**src/rtl/mem_port_arbiter.sv**
```systemverilog
// rtl/mem_port_arbiter.sv - single-port memory arbiter for debug loader, CPU data and CPU fetch
// Ports: dbg_*/d_* read/write requesters, i_* read-only fetch requester, *_done one-cycle
// completion pulses, rdata last read word, cpu_stall while a CPU access is pending,
// mem_* strobe/write/byte-enable/address/data towards the memory, mem_rdata MEM_LAT later.
module mem_port_arbiter #(
    parameter int ADDR_W       = 7,
    parameter int MEM_LAT      = 1,
    parameter int STARVE_LIMIT = 4
) (
    input  logic              clk,
    input  logic              rst,
    input  logic              dbg_req,
    input  logic              dbg_we,
    input  logic [3:0]        dbg_be,
    input  logic [ADDR_W-1:0] dbg_addr,
    input  logic [31:0]       dbg_wdata,
    output logic              dbg_done,
    input  logic              d_req,
    input  logic              d_we,
    input  logic [3:0]        d_be,
    input  logic [ADDR_W-1:0] d_addr,
    input  logic [31:0]       d_wdata,
    output logic              d_done,
    input  logic              i_req,
    input  logic [ADDR_W-1:0] i_addr,
    output logic              i_done,
    output logic [31:0]       rdata,
    output logic              cpu_stall,
    output logic              mem_en,
    output logic              mem_we,
    output logic [3:0]        mem_be,
    output logic [ADDR_W-1:0] mem_addr,
    output logic [31:0]       mem_wdata,
    input  logic [31:0]       mem_rdata
);

    typedef enum logic [1:0] {IDLE, ISSUE, WAIT, DONE} state_t;

    localparam logic [1:0] OWN_DBG    = 2'd0;
    localparam logic [1:0] OWN_D      = 2'd1;
    localparam logic [1:0] OWN_I      = 2'd2;
    localparam logic [3:0] LAT_INIT   = 4'(MEM_LAT);
    localparam logic [3:0] STARVE_MAX = 4'(STARVE_LIMIT);

    state_t     state;
    logic [1:0] owner;
    logic       ownerRead;
    logic [3:0] latCnt;
    logic [3:0] starveCnt;

    // Fetch jumps the queue once it has lost STARVE_LIMIT decisions in a row.
    logic promoteI;
    logic grantDbg;
    logic grantD;
    logic grantI;

    assign promoteI = i_req && (starveCnt == STARVE_MAX);
    assign grantDbg = dbg_req && !promoteI;
    assign grantD   = d_req && !dbg_req && !promoteI;
    assign grantI   = i_req && (promoteI || (!dbg_req && !d_req));

    assign cpu_stall = (i_req & ~i_done) | (d_req & ~d_done);

    always_ff @(posedge clk) begin
        if (!rst) begin
            state     <= IDLE;
            owner     <= OWN_DBG;
            ownerRead <= 1'b0;
            latCnt    <= 4'd0;
            starveCnt <= 4'd0;
            mem_en    <= 1'b0;
            mem_we    <= 1'b0;
            mem_be    <= 4'd0;
            mem_addr  <= '0;
            mem_wdata <= 32'd0;
            rdata     <= 32'd0;
            dbg_done  <= 1'b0;
            d_done    <= 1'b0;
            i_done    <= 1'b0;
        end else begin
            dbg_done <= 1'b0;
            d_done   <= 1'b0;
            i_done   <= 1'b0;
            case (state)
                IDLE: begin
                    if (grantI) begin
                        owner     <= OWN_I;
                        ownerRead <= 1'b1;
                        mem_we    <= 1'b0;
                        mem_be    <= 4'hF;
                        mem_addr  <= i_addr;
                        mem_wdata <= 32'd0;
                        starveCnt <= 4'd0;
                    end else if (grantDbg) begin
                        owner     <= OWN_DBG;
                        ownerRead <= !dbg_we;
                        mem_we    <= dbg_we;
                        mem_be    <= dbg_be;
                        mem_addr  <= dbg_addr;
                        mem_wdata <= dbg_wdata;
                    end else if (grantD) begin
                        owner     <= OWN_D;
                        ownerRead <= !d_we;
                        mem_we    <= d_we;
                        mem_be    <= d_be;
                        mem_addr  <= d_addr;
                        mem_wdata <= d_wdata;
                    end
                    // Fetch was asking but someone else won this decision.
                    if (i_req && !grantI && starveCnt != STARVE_MAX) begin
                        starveCnt <= starveCnt + 4'd1;
                    end
                    if (grantDbg || grantD || grantI) begin
                        mem_en <= 1'b1;
                        state  <= ISSUE;
                    end
                end
                ISSUE: begin
                    mem_en <= 1'b0;
                    mem_we <= 1'b0;
                    latCnt <= LAT_INIT;
                    state  <= WAIT;
                end
                WAIT: begin
                    latCnt <= latCnt - 4'd1;
                    if (latCnt == 4'd1) begin
                        if (ownerRead) begin
                            rdata <= mem_rdata;
                        end
                        case (owner)
                            OWN_DBG: dbg_done <= 1'b1;
                            OWN_D:   d_done   <= 1'b1;
                            default: i_done   <= 1'b1;
                        endcase
                        state <= DONE;
                    end
                end
                DONE: begin
                    state <= IDLE;
                end
                default: begin
                    state <= IDLE;
                end
            endcase
        end
    end

endmodule
```
**config.mk**
```make
export PLATFORM = sky130hd
export DESIGN_NAME = mem_port_arbiter
export DESIGN_NICKNAME = d
export VERILOG_FILES = /design/src/rtl/mem_port_arbiter.sv
export SDC_FILE = /design/constraint.sdc
export NUM_CORES = 1
export LEC_CHECK = 0
export CAP_MARGIN = 20
export CELL_PAD_IN_SITES_DETAIL_PLACEMENT = 1
export CELL_PAD_IN_SITES_GLOBAL_PLACEMENT = 1
export CORE_ASPECT_RATIO = 2
export CORE_MARGIN = 10
export CORE_UTILIZATION = 27
export DETAILED_ROUTE_END_ITERATION = 8
export PLACE_DENSITY_LB_ADDON = 0.1
export SETUP_SLACK_MARGIN = 0.3
export SLEW_MARGIN = 20
export SYNTH_ARGS = -nofsm -noshare
export SYNTH_HDL_FRONTEND = slang
export SYNTH_SLANG_ARGS = --single-unit
export TNS_END_PERCENT = 20
```
**constraint.sdc**
```tcl
create_clock -name clk -period 2 [get_ports clk]
set_input_delay 0.4 -clock clk [delete_from_list [all_inputs] [get_ports clk]]
set_output_delay 0.4 -clock clk [all_outputs]
set_load 0.02 [all_outputs]
```
==> results by group, run 1 <==
Pwr
  • Sequential share of power: 0.358
  • Clock share of power: 0.264
  • Final Power: 6590 uW
  • Switch share: 0.323
  • Sw Pwr: 2130 uW
  • Pwr dens: 964 nW/um^2
  • Leak Pwr: 0.00260 uW
  • Gate power share: 0.378
  • Cell internal pwr: 4460 uW
  • Max VDD drop: 0.551 mV

Floorplanning
  • CORE AREA: 14000 um^2
  • Initial Util: 0.275
  • Die X: 104 um
  • Number of I/O pins: 213
  • Cell row count: 61
  • Area of the die: 19700 um^2
  • Die height: 189 um

Timing
  • Final Hold Viols: 0
  • Least-Margin Pin Slew: 0.291 ns
  • # setup viols final: 0
  • Worst relative slew slack: 0.805
  • Crit share post-route: 0.855
  • Fmax: 585 MHz
  • Min Tclk post-route: 1.71 ns
  • Max Slew Vio Count: 0
  • Crit path setup slack, layout: 0.290 ns
  • Unrepaired setup endpoints after global routing: true
  • Max Clock Skew: 0.0101 ns

Worst setup path
  • Crit-path cells: clkdlybuf4s50_1
  • Crit-path leading delay family: buffers and inverters
  • CP max stage delay: 0.66 ns
  • CP Launch Type: flip-flop
  • WP buf/inv: 1
  • Crit path kind: reg -> out
  • Largest fanout on the critical path: 2
  • CP Capture Type: output port
  • Slowest CP cell: clkdlybuf4s50_1
  • CP required: 1.60 ns
  • Worst EP arrival: 1.31 ns

Run
  • Maxcap violations: 0

Cells and area
  • Most common cell after layout, fill and taps aside: clkdlybuf4s50_1
  • Area grow syn2layout: 77.6%
  • Commonest cells after routing, fill and taps aside: clkdlybuf4s50_1 (206), nand2_1 (119), dfxtp_1 (90), mux2i_1 (45), a21oi_1 (42)
  • Final antenna diode count: 0
  • Fin area: 6830 um^2
  • Post-layout util: 0.489
  • Share of cells above drive strength 1: 0.105
  • Final #Nets: 810

Global routing
  • Vias in the first global route: 4530
  • GRT Util Overall: 0.157
  • Largest net degree at the start of global routing: 44
  • Global-route wire length before repair: 25000 um
  • Grt ovf: 0
  • Initial antenna violation count: 0

Synthesis
  • EDFF count, synth: 0
  • Post-synthesis instance total: 446
  • Mapped Area: 3850 um^2
  • Post-synth cell types: 41
  • Register area share after synthesis: 0.484
  • Ys flop type: dfxtp_1
  • Avg Cell Area, Syn: 8.62 um^2
  • Mapped Nets: 586
  • Async SR Flop Fraction: 0
  • Synth warnings: 0
  • Synth Register Bits: 93

Detailed routing
  • Residual DRC: 0
  • Via count: 4035
  • Final wirelength: 15800 um
  • Vias per cell: 4.68
  • Initial DRC Count: 55
  • Post-DRT Antenna Nets: 0
  • DRT Pass-1 Iters: 4
  • Wire per inst: 18.3 um

Clock tree
  • CTS tree: done
  • Clk slew on worst S/H paths: 0.07 ns
  • Total clock sinks: 93
  • Clock buffer depth: 2
  • Worst skew pair latency: 0.33 ns
  • Clock root buffer: clkbuf_16
  • Total CTS buffers: 9
  • H-Tree Level Count: 3

Hold path
  • HP Class: reg -> reg

Place
  • Port bufs: 212
  • Post-DP HPWL: 12400 um
  • Post-DP Area: 6360 um^2
  • Setup slack at placement: -0.146 ns
  • Gpl congestion: 0.741

Outcome
  • Status: completed
-- synthesized netlist by cell type, types with 2 or more instances --
cell / number / area [um^2]
and2_1: 3 / 18.8
nand2_1: 120 / 450
o21ai_0: 41 / 205
mux2i_1: 45 / 450
o221ai_1: 7 / 61.3
nor3_1: 5 / 25.0
buf_4: 3 / 22.5
buf_2: 10 / 50.1
nand3_1: 5 / 25.0
or3_1: 2 / 12.5
or4b_2: 2 / 20.0
clkbuf_1: 14 / 52.6
inv_1: 10 / 37.5
o22ai_1: 3 / 18.8
ha_1: 8 / 100
nor3b_1: 2 / 15.0
a21oi_1: 44 / 220
nor2_1: 7 / 26.3
dfxtp_1: 93 / 1860
-- final timing paths --
path / startpoint / to / slack, ns / cells after the start
worst min-delay path: mem_we / mem_we / 0.45 / 2
worst min register to register: mem_we / mem_we / 0.45 / 2
worst max register to register: starveCnt[1] / starveCnt[0] / 0.33 / 6
worst max-delay path: rdata[19] / rdata[19] / 0.29 / 1
-- power groups by stage --
stage | clock network [uW] | logic (uW) | registers [uW]
floorplan | 0 | 796 | 2700
global placement | 0 | 2340 | 2380
detailed placement | 0 | 2410 | 2400
CTS | 1790 | 2490 | 2360
global route | 1870 | 2710 | 2410
finish | 1740 | 2490 | 2360
-- area by class of cell --
cell class                 count  area (um^2)
fill                        1605         7140
timing repair buffer         240         2500
multi-input combinational    315         1890
sequential                    93         1870
clock buffer                  12          256
tap                          189          236
clock inverter                 3         43.8
inverter                      11         41.3
-- layer usage --
metal | up-vias | GRT usage | wire length (um)
li1 | 1972 | - | -
met1 | 1892 | 0.151 | 5760
met2 | 151 | 0.292 | 8400
met3 | 20 | 0.0578 | 1250
met4 | 0 | 0.0640 | 414
met5 | - | 0 | 0
-- cell families after synthesis --
| kind of cell | synth area share |
|---|---|
| AO/OA/AOI/OAI | 0.145 |
| buffers and inverters | 0.0433 |
| multiplexers | 0.120 |
| AND/OR/NAND/NOR | 0.182 |
| adder cells (fa/ha/maj) | 0.0260 |
| flip-flops | 0.484 |
-- flip-flops by register name, summed over array words and instances, names as in the netlist --
signal     count
mem_wdata     32
rdata         32
mem_addr       7
latCnt         4
mem_be         4
starveCnt      4
owner          2
state          2
d_done         1
dbg_done       1
i_done         1
mem_en         1
mem_we         1
ownerRead      1
-- timing repair --
| item | CTS | global route |
|---|---|---|
| resized for setup | 22 | 9 |
| buffers inserted | 2 | 0 |
| endpoints found under the setup margin | 105 | 136 |
| pin swaps | 5 | 1 |
| hold buffers | 0 | 0 |
| hold endpoints to repair | 0 | 0 |
| cloned | 2 | 1 |
-- stage by stage --
| step | setup TNS [ns] | hold slack [ns] | cells |
|---|---|---|---|
| 5_1_grt | 0 | 0.472 | 863 |
| 4_1_cts | 0 | 0.457 | 862 |
| 2_1_floorplan | 0 | 0.413 | 446 |
| 6_report | 0 | 0.453 | 863 |
| 3_5_place_dp | -1.61 | 0.444 | 843 |
| 3_3_place_gp | -0.487 | 0.436 | 843 |
No activity file was read; power rests on OpenSTA's default activity.
==> run 2, diff against run 1 <==
--- a/config.mk
+++ b/config.mk
@@ -8,7 +8,7 @@
 export CAP_MARGIN = 20
 export CELL_PAD_IN_SITES_DETAIL_PLACEMENT = 1
 export CELL_PAD_IN_SITES_GLOBAL_PLACEMENT = 1
-export CORE_ASPECT_RATIO = 2
+export CORE_ASPECT_RATIO = 1.75
 export CORE_MARGIN = 10
 export CORE_UTILIZATION = 27
 export DETAILED_ROUTE_END_ITERATION = 8
==> run 2 against run 1 <==
Die area down 0.52%. Setup slack worse by 0.021 ns. Hold slack worse by 0.0046 ns. Final area up 1.7%. Register-to-register slack worse by 0.06 ns. Fmax down 1.2%. Power up 1.4%. Non-clock buffer count up 13. First-iteration DRC count up 130%. Count of clock-buffer cells in the layout down 1. Largest cell class unchanged.
==> results by group, run 2 (synthesized netlist as in run 1, its figures left out) <==
Worst setup path
  • CP max stage delay: 0.64 ns (was 0.66 ns)
  • CP Capture Type: flip-flop (was output port)
  • Worst R2R Path Depth: 5 (was 6)
  • Worst EP arrival: 1.99 ns (was 1.31 ns)
  • CP Launch Type: flip-flop (unchanged)
  • Critical R2R Launch: state[0] (was starveCnt[1])
  • Crit path kind: reg -> reg (was reg -> out)
  • CP required: 2.26 ns (was 1.60 ns)
  • Crit path from: state[0] (was rdata[19])
  • Crit-path cells: inv_1 > ha_2 > nand2_1 > or4b_2 > a21oi_1 (was clkdlybuf4s50_1)
  • Slowest CP cell: or4b_2 (was clkdlybuf4s50_1)
  • Largest fanout on the critical path: 7 (was 2)

Timing
  • Max Clock Skew: 0.00613 ns (was 0.0101 ns)
  • Unrepaired setup endpoints after global routing: true (unchanged)
  • Max Slew Vio Count: 0 (unchanged)
  • Fmax: 578 MHz (was 585 MHz)
  • Least-Margin Pin Slew: 0.347 ns (was 0.291 ns)
  • Hold_ws: 0.448 ns (was 0.453 ns)
  • Min Tclk post-route: 1.73 ns (was 1.71 ns)
  • # setup viols final: 0 (unchanged)
  • Final Hold Viols: 0 (unchanged)
  • Worst relative slew slack: 0.765 (was 0.805)
  • Crit path setup slack, layout: 0.269 ns (was 0.290 ns)
  • Crit share post-route: 0.865 (was 0.855)
  • Setup TNS: 0 ns (unchanged)

Pwr
  • Final Power: 6680 uW (was 6590 uW)
  • Max VDD drop: 0.467 mV (was 0.551 mV)
  • Gate power share: 0.386 (was 0.378)
  • Cell internal pwr: 4480 uW (was 4460 uW)
  • Sequential share of power: 0.353 (was 0.358)
  • Sw Pwr: 2200 uW (was 2130 uW)
  • Pwr dens: 962 nW/um^2 (was 964 nW/um^2)
  • Leak Pwr: 0.00269 uW (was 0.00260 uW)
  • Clock share of power: 0.261 (was 0.264)
  • Switch share: 0.329 (was 0.323)

Hold path
  • Hold Crit Depth: 2 (unchanged)
  • HP Class: reg -> reg (unchanged)
  • Hold_sp: mem_we (unchanged)

Run
  • Maxcap violations: 0 (unchanged)

Clock tree
  • Clk slew on worst S/H paths: 0.07 ns (about the same)
  • CTS tree: done (unchanged)
  • Worst skew pair latency: 0.34 ns (was 0.33 ns)
  • Quantity of hold-fixing buffers added after cts: 0 (unchanged)
  • Clock root buffer: clkbuf_16 (unchanged)
  • Clock buffer depth: 2 (unchanged)
  • H-Tree Level Count: 3 (unchanged)
  • Total CTS buffers: 9 (unchanged)
  • Total clock sinks: 93 (unchanged)

Cells and area
  • Most common cell after layout, fill and taps aside: clkdlybuf4s50_1 (unchanged)
  • Area grow syn2layout: 80.6% (was 77.6%)
  • Filler instances: 1570 (was 1605)
  • Share of cells above drive strength 1: 0.122 (was 0.105)
  • Final antenna diode count: 0 (unchanged)
  • Fin area: 6950 um^2 (was 6830 um^2)
  • Final #Nets: 823 (was 810)
  • Commonest cells after routing, fill and taps aside: clkdlybuf4s50_1 (200), nand2_1 (120), dfxtp_1 (90), mux2i_1 (43), a21oi_1 (42) (was clkdlybuf4s50_1 (206), nand2_1 (119), dfxtp_1 (90), mux2i_1 (45), a21oi_1 (42))
  • Regs by FF count: mem_wdata: 32 flops, rdata: 32 flops, mem_addr: 7 flops (unchanged)

Global routing
  • Grt ovf: 0 (unchanged)
  • Initial antenna violation count: 0 (unchanged)
  • Vias in the first global route: 4350 (was 4530)
  • GRT Util Overall: 0.154 (was 0.157)
  • Largest net degree at the start of global routing: 44 (unchanged)
  • Global-route wire length before repair: 23600 um (was 25000 um)

Floorplanning
  • Area of the die: 19600 um^2 (was 19700 um^2)
  • Number of I/O pins: 213 (unchanged)
  • CORE AREA: 13900 um^2 (was 14000 um^2)
  • Cell row count: 57 (was 61)
  • Initial Util: 0.277 (was 0.275)
  • Die height: 178 um (was 189 um)
  • Die X: 110 um (was 104 um)

Detailed routing
  • Via count: 4068 (was 4035)
  • Wire per inst: 18.7 um (was 18.3 um)
  • Final wirelength: 16200 um (was 15800 um)
  • Residual DRC: 0 (unchanged)
  • Initial DRC Count: 127 (was 55)
  • Post-DRT Antenna Nets: 0 (unchanged)
  • Vias per cell: 4.70 (was 4.68)
  • DRT Pass-1 Iters: 4 (unchanged)

Place
  • Setup slack at placement: -0.191 ns (was -0.146 ns)
  • Post-DP HPWL: 12200 um (was 12400 um)
  • Port bufs: 212 (unchanged)
  • Post-DP Area: 6370 um^2 (was 6360 um^2)
  • Gpl congestion: 0.838 (was 0.741)

Outcome
  • Status: completed (unchanged)
run 2: changes by cell type in the layout (fill, tap and decap cells not counted), sizes merged:
cell           change
buf               +12
clkinvlp           +2
clkbuf             +2
dlymetal6s2s       +1
clkdlybuf4s50      -6
dlygate4sd2        +5
bufbuf             -2
run 2: power by group through the flow:
| stage | logic, uW | registers (uW) | clock network, uW |
|---|---|---|---|
| final | 2580 | 2360 | 1740 |
| after detailed placement | 2390 | 2400 | 0 |
| after global routing | 2800 | 2400 | 1870 |
| after floorplan | 796 | 2700 | 0 |
| after CTS | 2420 | 2360 | 1820 |
| after global placement | 2320 | 2380 | 0 |
run 2: final timing paths:
path                   to  slack, ns
max          starveCnt[1]       0.27
min                mem_we       0.45
max reg2reg  starveCnt[1]       0.27
min reg2reg        mem_we       0.45
run 2: through the flow:
step                      cells  utilization
after CTS                   858        0.485
after floorplan             446            -
final                       865        0.500
after global placement      837        0.458
after detailed placement    837        0.458
after global routing        865        0.500
run 2: layer usage:
metal  track usage  up-vias  wire, um
met5             0        -         0
met4        0.0446        0       231
met3        0.0563       13      1390
met2         0.280      138      8610
met1         0.159     1922      5940
li1              -     1995         -
run 2: timing repair:
item                                   in CTS  in global routing
setup endpoints to repair                 119                156
cloned                                      1                  4
endpoints found under the hold margin       0                  0
resized for setup                          22                 15
setup buffers                               4                  3
pin swaps                                   4                  3
run 2: critical path: cells and delay by family (launching register included):
| kind | cells | cell delay (ns) |
|---|---|---|
| flip-flops | 1 | 0.33 |
| buffers and inverters | 1 | 0.11 |
| AO/OA/AOI/OAI | 1 | 0.17 |
| adder cells (fa/ha/maj) | 1 | 0.27 |
| AND/OR/NAND/NOR | 2 | 0.76 |
run 2: final cells by class:
class	count	area [um^2]	area share
clock buffer	11	243	0.0349
inverter	11	41.3	0.00594
multi-input combinational	315	1890	0.272
clock inverter	5	58.8	0.00846
sequential	93	1870	0.269
tap	177	221	0.0319
timing repair buffer	253	2620	0.378
==> run 3, diff against run 2 <==
--- a/config.mk
+++ b/config.mk
@@ -9,8 +9,8 @@
 export CELL_PAD_IN_SITES_DETAIL_PLACEMENT = 1
 export CELL_PAD_IN_SITES_GLOBAL_PLACEMENT = 1
 export CORE_ASPECT_RATIO = 1.75
-export CORE_MARGIN = 10
 export CORE_UTILIZATION = 27
+export CTS_CLUSTER_DIAMETER = 50
 export DETAILED_ROUTE_END_ITERATION = 8
 export PLACE_DENSITY_LB_ADDON = 0.1
 export SETUP_SLACK_MARGIN = 0.3
==> run 3 against run 2 <==
Register-to-register slack improved by 0.02 ns. Clock skew increased by 0.0066 ns. Hold slack improved by 0.0091 ns. Combinational power decreased by 5%. Clock power decreased by 3%. Fmax increased by 1.1%. Via count decreased by 0.27%. Largest power group unchanged. Highest routed layer unchanged.
==> results by group, run 3 (synthesized netlist as in run 1, its figures left out) <==
Outcome
  • Status: completed (unchanged)

Floorplanning
  • Number of I/O pins: 213 (unchanged)
  • Cell row count: 57 (unchanged)
  • Die X: 92.2 um (was 110 um)
  • Area of the die: 14700 um^2 (was 19600 um^2)
  • Die height: 160 um (was 178 um)
  • CORE AREA: 13900 um^2 (unchanged)
  • Initial Util: 0.277 (unchanged)

Worst setup path
  • Largest fanout on the critical path: 2 (was 7)
  • Reg2reg setup slack: 0.29 ns (was 0.27 ns)
  • Crit-path cells: clkdlybuf4s50_1 (was inv_1 > ha_2 > nand2_1 > or4b_2 > a21oi_1)
  • CP Launch Type: flip-flop (unchanged)
  • CP Capture Type: output port (was flip-flop)
  • Worst EP arrival: 1.31 ns (was 1.99 ns)
  • Slowest CP cell: clkdlybuf4s50_1 (was or4b_2)
  • CP required: 1.60 ns (was 2.26 ns)
  • Crit path kind: reg -> out (was reg -> reg)
  • Crit-path leading delay family: buffers and inverters (was simple AND/OR/NAND/NOR gates)
  • Worst R2R Path Depth: 6 (was 5)
  • Crit path from: rdata[2] (was state[0])
  • CP Depth: 1 (was 5)
  • CP max stage delay: 0.63 ns (was 0.64 ns)
  • WP buf/inv: 1 (unchanged)
  • Worst R2R End: starveCnt[1] (unchanged)
  • Critical R2R Launch: starveCnt[1] (was state[0])

Place
  • Gpl congestion: 0.727 (was 0.838)
  • Port bufs: 212 (unchanged)
  • Post-DP HPWL: 10400 um (was 12200 um)

Pwr
  • Leak Pwr: 0.00261 uW (was 0.00269 uW)
  • Pwr dens: 942 nW/um^2 (was 962 nW/um^2)
  • Max VDD drop: 0.412 mV (was 0.467 mV)
  • Final Power: 6500 uW (was 6680 uW)

Cells and area
  • Area grow syn2layout: 79.2% (was 80.6%)
  • Final antenna diode count: 0 (unchanged)
  • Most common cell after layout, fill and taps aside: clkdlybuf4s50_1 (unchanged)
  • Commonest cells after routing, fill and taps aside: clkdlybuf4s50_1 (209), nand2_1 (120), dfxtp_1 (90), a21oi_1 (42), mux2i_1 (41) (was clkdlybuf4s50_1 (200), nand2_1 (120), dfxtp_1 (90), mux2i_1 (43), a21oi_1 (42))
  • Share of cells above drive strength 1: 0.123 (was 0.122)
  • Regs by FF count: mem_wdata: 32 flops, rdata: 32 flops, mem_addr: 7 flops (unchanged)
  • Final #Nets: 818 (was 823)

Hold path
  • Hold Crit Depth: 2 (unchanged)
  • Hold_sp: mem_wdata[7] (was mem_we)
  • Hold Path Sink: mem_wdata[7] (was mem_we)
  • HP Class: reg -> reg (unchanged)

Clock tree
  • Clk slew on worst S/H paths: 0.07 ns (about the same)
  • Clock buffer depth: 2 (unchanged)
  • Total clock sinks: 93 (unchanged)
  • Total CTS buffers: 9 (unchanged)
  • Worst skew pair latency: 0.34 ns (about the same)
  • H-Tree Level Count: 3 (unchanged)
  • Clock root buffer: clkbuf_16 (unchanged)
  • CTS tree: done (unchanged)

Timing
  • # setup viols final: 0 (unchanged)
  • Max Slew Vio Count: 0 (unchanged)
  • Unrepaired setup endpoints after global routing: true (unchanged)
  • Setup TNS: 0 ns (unchanged)
  • Crit share post-route: 0.856 (was 0.865)
  • Fmax: 584 MHz (was 578 MHz)
  • Least-Margin Pin Slew: 0.492 ns (was 0.347 ns)
  • Min Tclk post-route: 1.71 ns (was 1.73 ns)
  • Final Hold Viols: 0 (unchanged)
  • Worst relative slew slack: 0.672 (was 0.765)
  • Max Clock Skew: 0.0128 ns (was 0.00613 ns)

Global routing
  • Largest net degree at the start of global routing: 44 (unchanged)
  • Grt ovf: 0 (unchanged)
  • Global-route wire length before repair: 21900 um (was 23600 um)
  • Initial antenna violation count: 0 (unchanged)
  • GRT Util Overall: 0.190 (was 0.154)
  • Vias in the first global route: 4265 (was 4350)

Detailed routing
  • Initial DRC Count: 54 (was 127)
  • Post-DRT Antenna Nets: 0 (unchanged)
  • Met2 WL: 7830 um (was 8610 um)
  • Post-Route M1 WL: 5430 um (was 5940 um)
  • Vias per cell: 4.72 (was 4.70)
  • Met3 wire len: 927 um (was 1390 um)
  • Residual DRC: 0 (unchanged)
  • Final wirelength: 14500 um (was 16200 um)
  • DRT Pass-1 Iters: 4 (unchanged)
  • Uppermost routed layer: met4 (unchanged)
  • Via count: 4057 (was 4068)
  • Wire per inst: 16.8 um (was 18.7 um)

Run
  • Maxcap violations: 0 (unchanged)
-- run 3: per-layer routing --
| metal | global-route usage | vias up |
|---|---|---|
| li1 | - | 1978 |
| met1 | 0.192 | 1924 |
| met2 | 0.365 | 141 |
| met3 | 0.0490 | 14 |
| met4 | 0.0668 | 0 |
| met5 | 0 | - |
-- run 3: worst max-delay path by stage --
stage                        end  slack (ns)
CTS                 mem_wdata[6]        0.27
global route        mem_wdata[4]        0.24
finish                  rdata[2]        0.29
global placement       cpu_stall       -0.15
floorplan            mem_addr[0]        0.28
detailed placement     ownerRead       -0.17
-- run 3: cell type report --
| class | instances | area [um^2] |
|---|---|---|
| clock inverter | 4 | 32.5 |
| tap | 177 | 221 |
| timing repair buffer | 248 | 2570 |
| clock buffer | 12 | 256 |
| fill | 1566 | 7010 |
| sequential | 93 | 1870 |
| inverter | 11 | 41.3 |
| multi-input combinational | 315 | 1910 |
-- run 3: repair_timing --
action,4_1_cts,5_1_grt
setup endpoints to repair,99,160
hold buffers,0,0
pin swaps,3,6
gates cloned,1,3
resized for setup,19,21
setup buffers,8,1
-- run 3: power by group --
group | leakage (uW) | internal, uW | switching [uW] | total [uW]
Clock | 0.000135 | 917 | 759 | 1680
Sequential | 0.000760 | 2180 | 183 | 2360
Combinational | 0.00171 | 1240 | 1220 | 2460
Total | 0.00261 | 4330 | 2160 | 6500
-- run 3: per-stage QoR --
stage                     cells  hold slack [ns]  instance area, um^2  utilization  setup slack (ns)
final                       860            0.457                 6890        0.496             0.288
after global routing        860            0.477                 6890        0.496             0.239
after CTS                   856            0.460                 6750        0.485             0.266
after detailed placement    831            0.445                 6300        0.453            -0.175
after global placement      831            0.434                 6300        0.453            -0.146
after floorplan             446            0.413                 3850            -             0.280
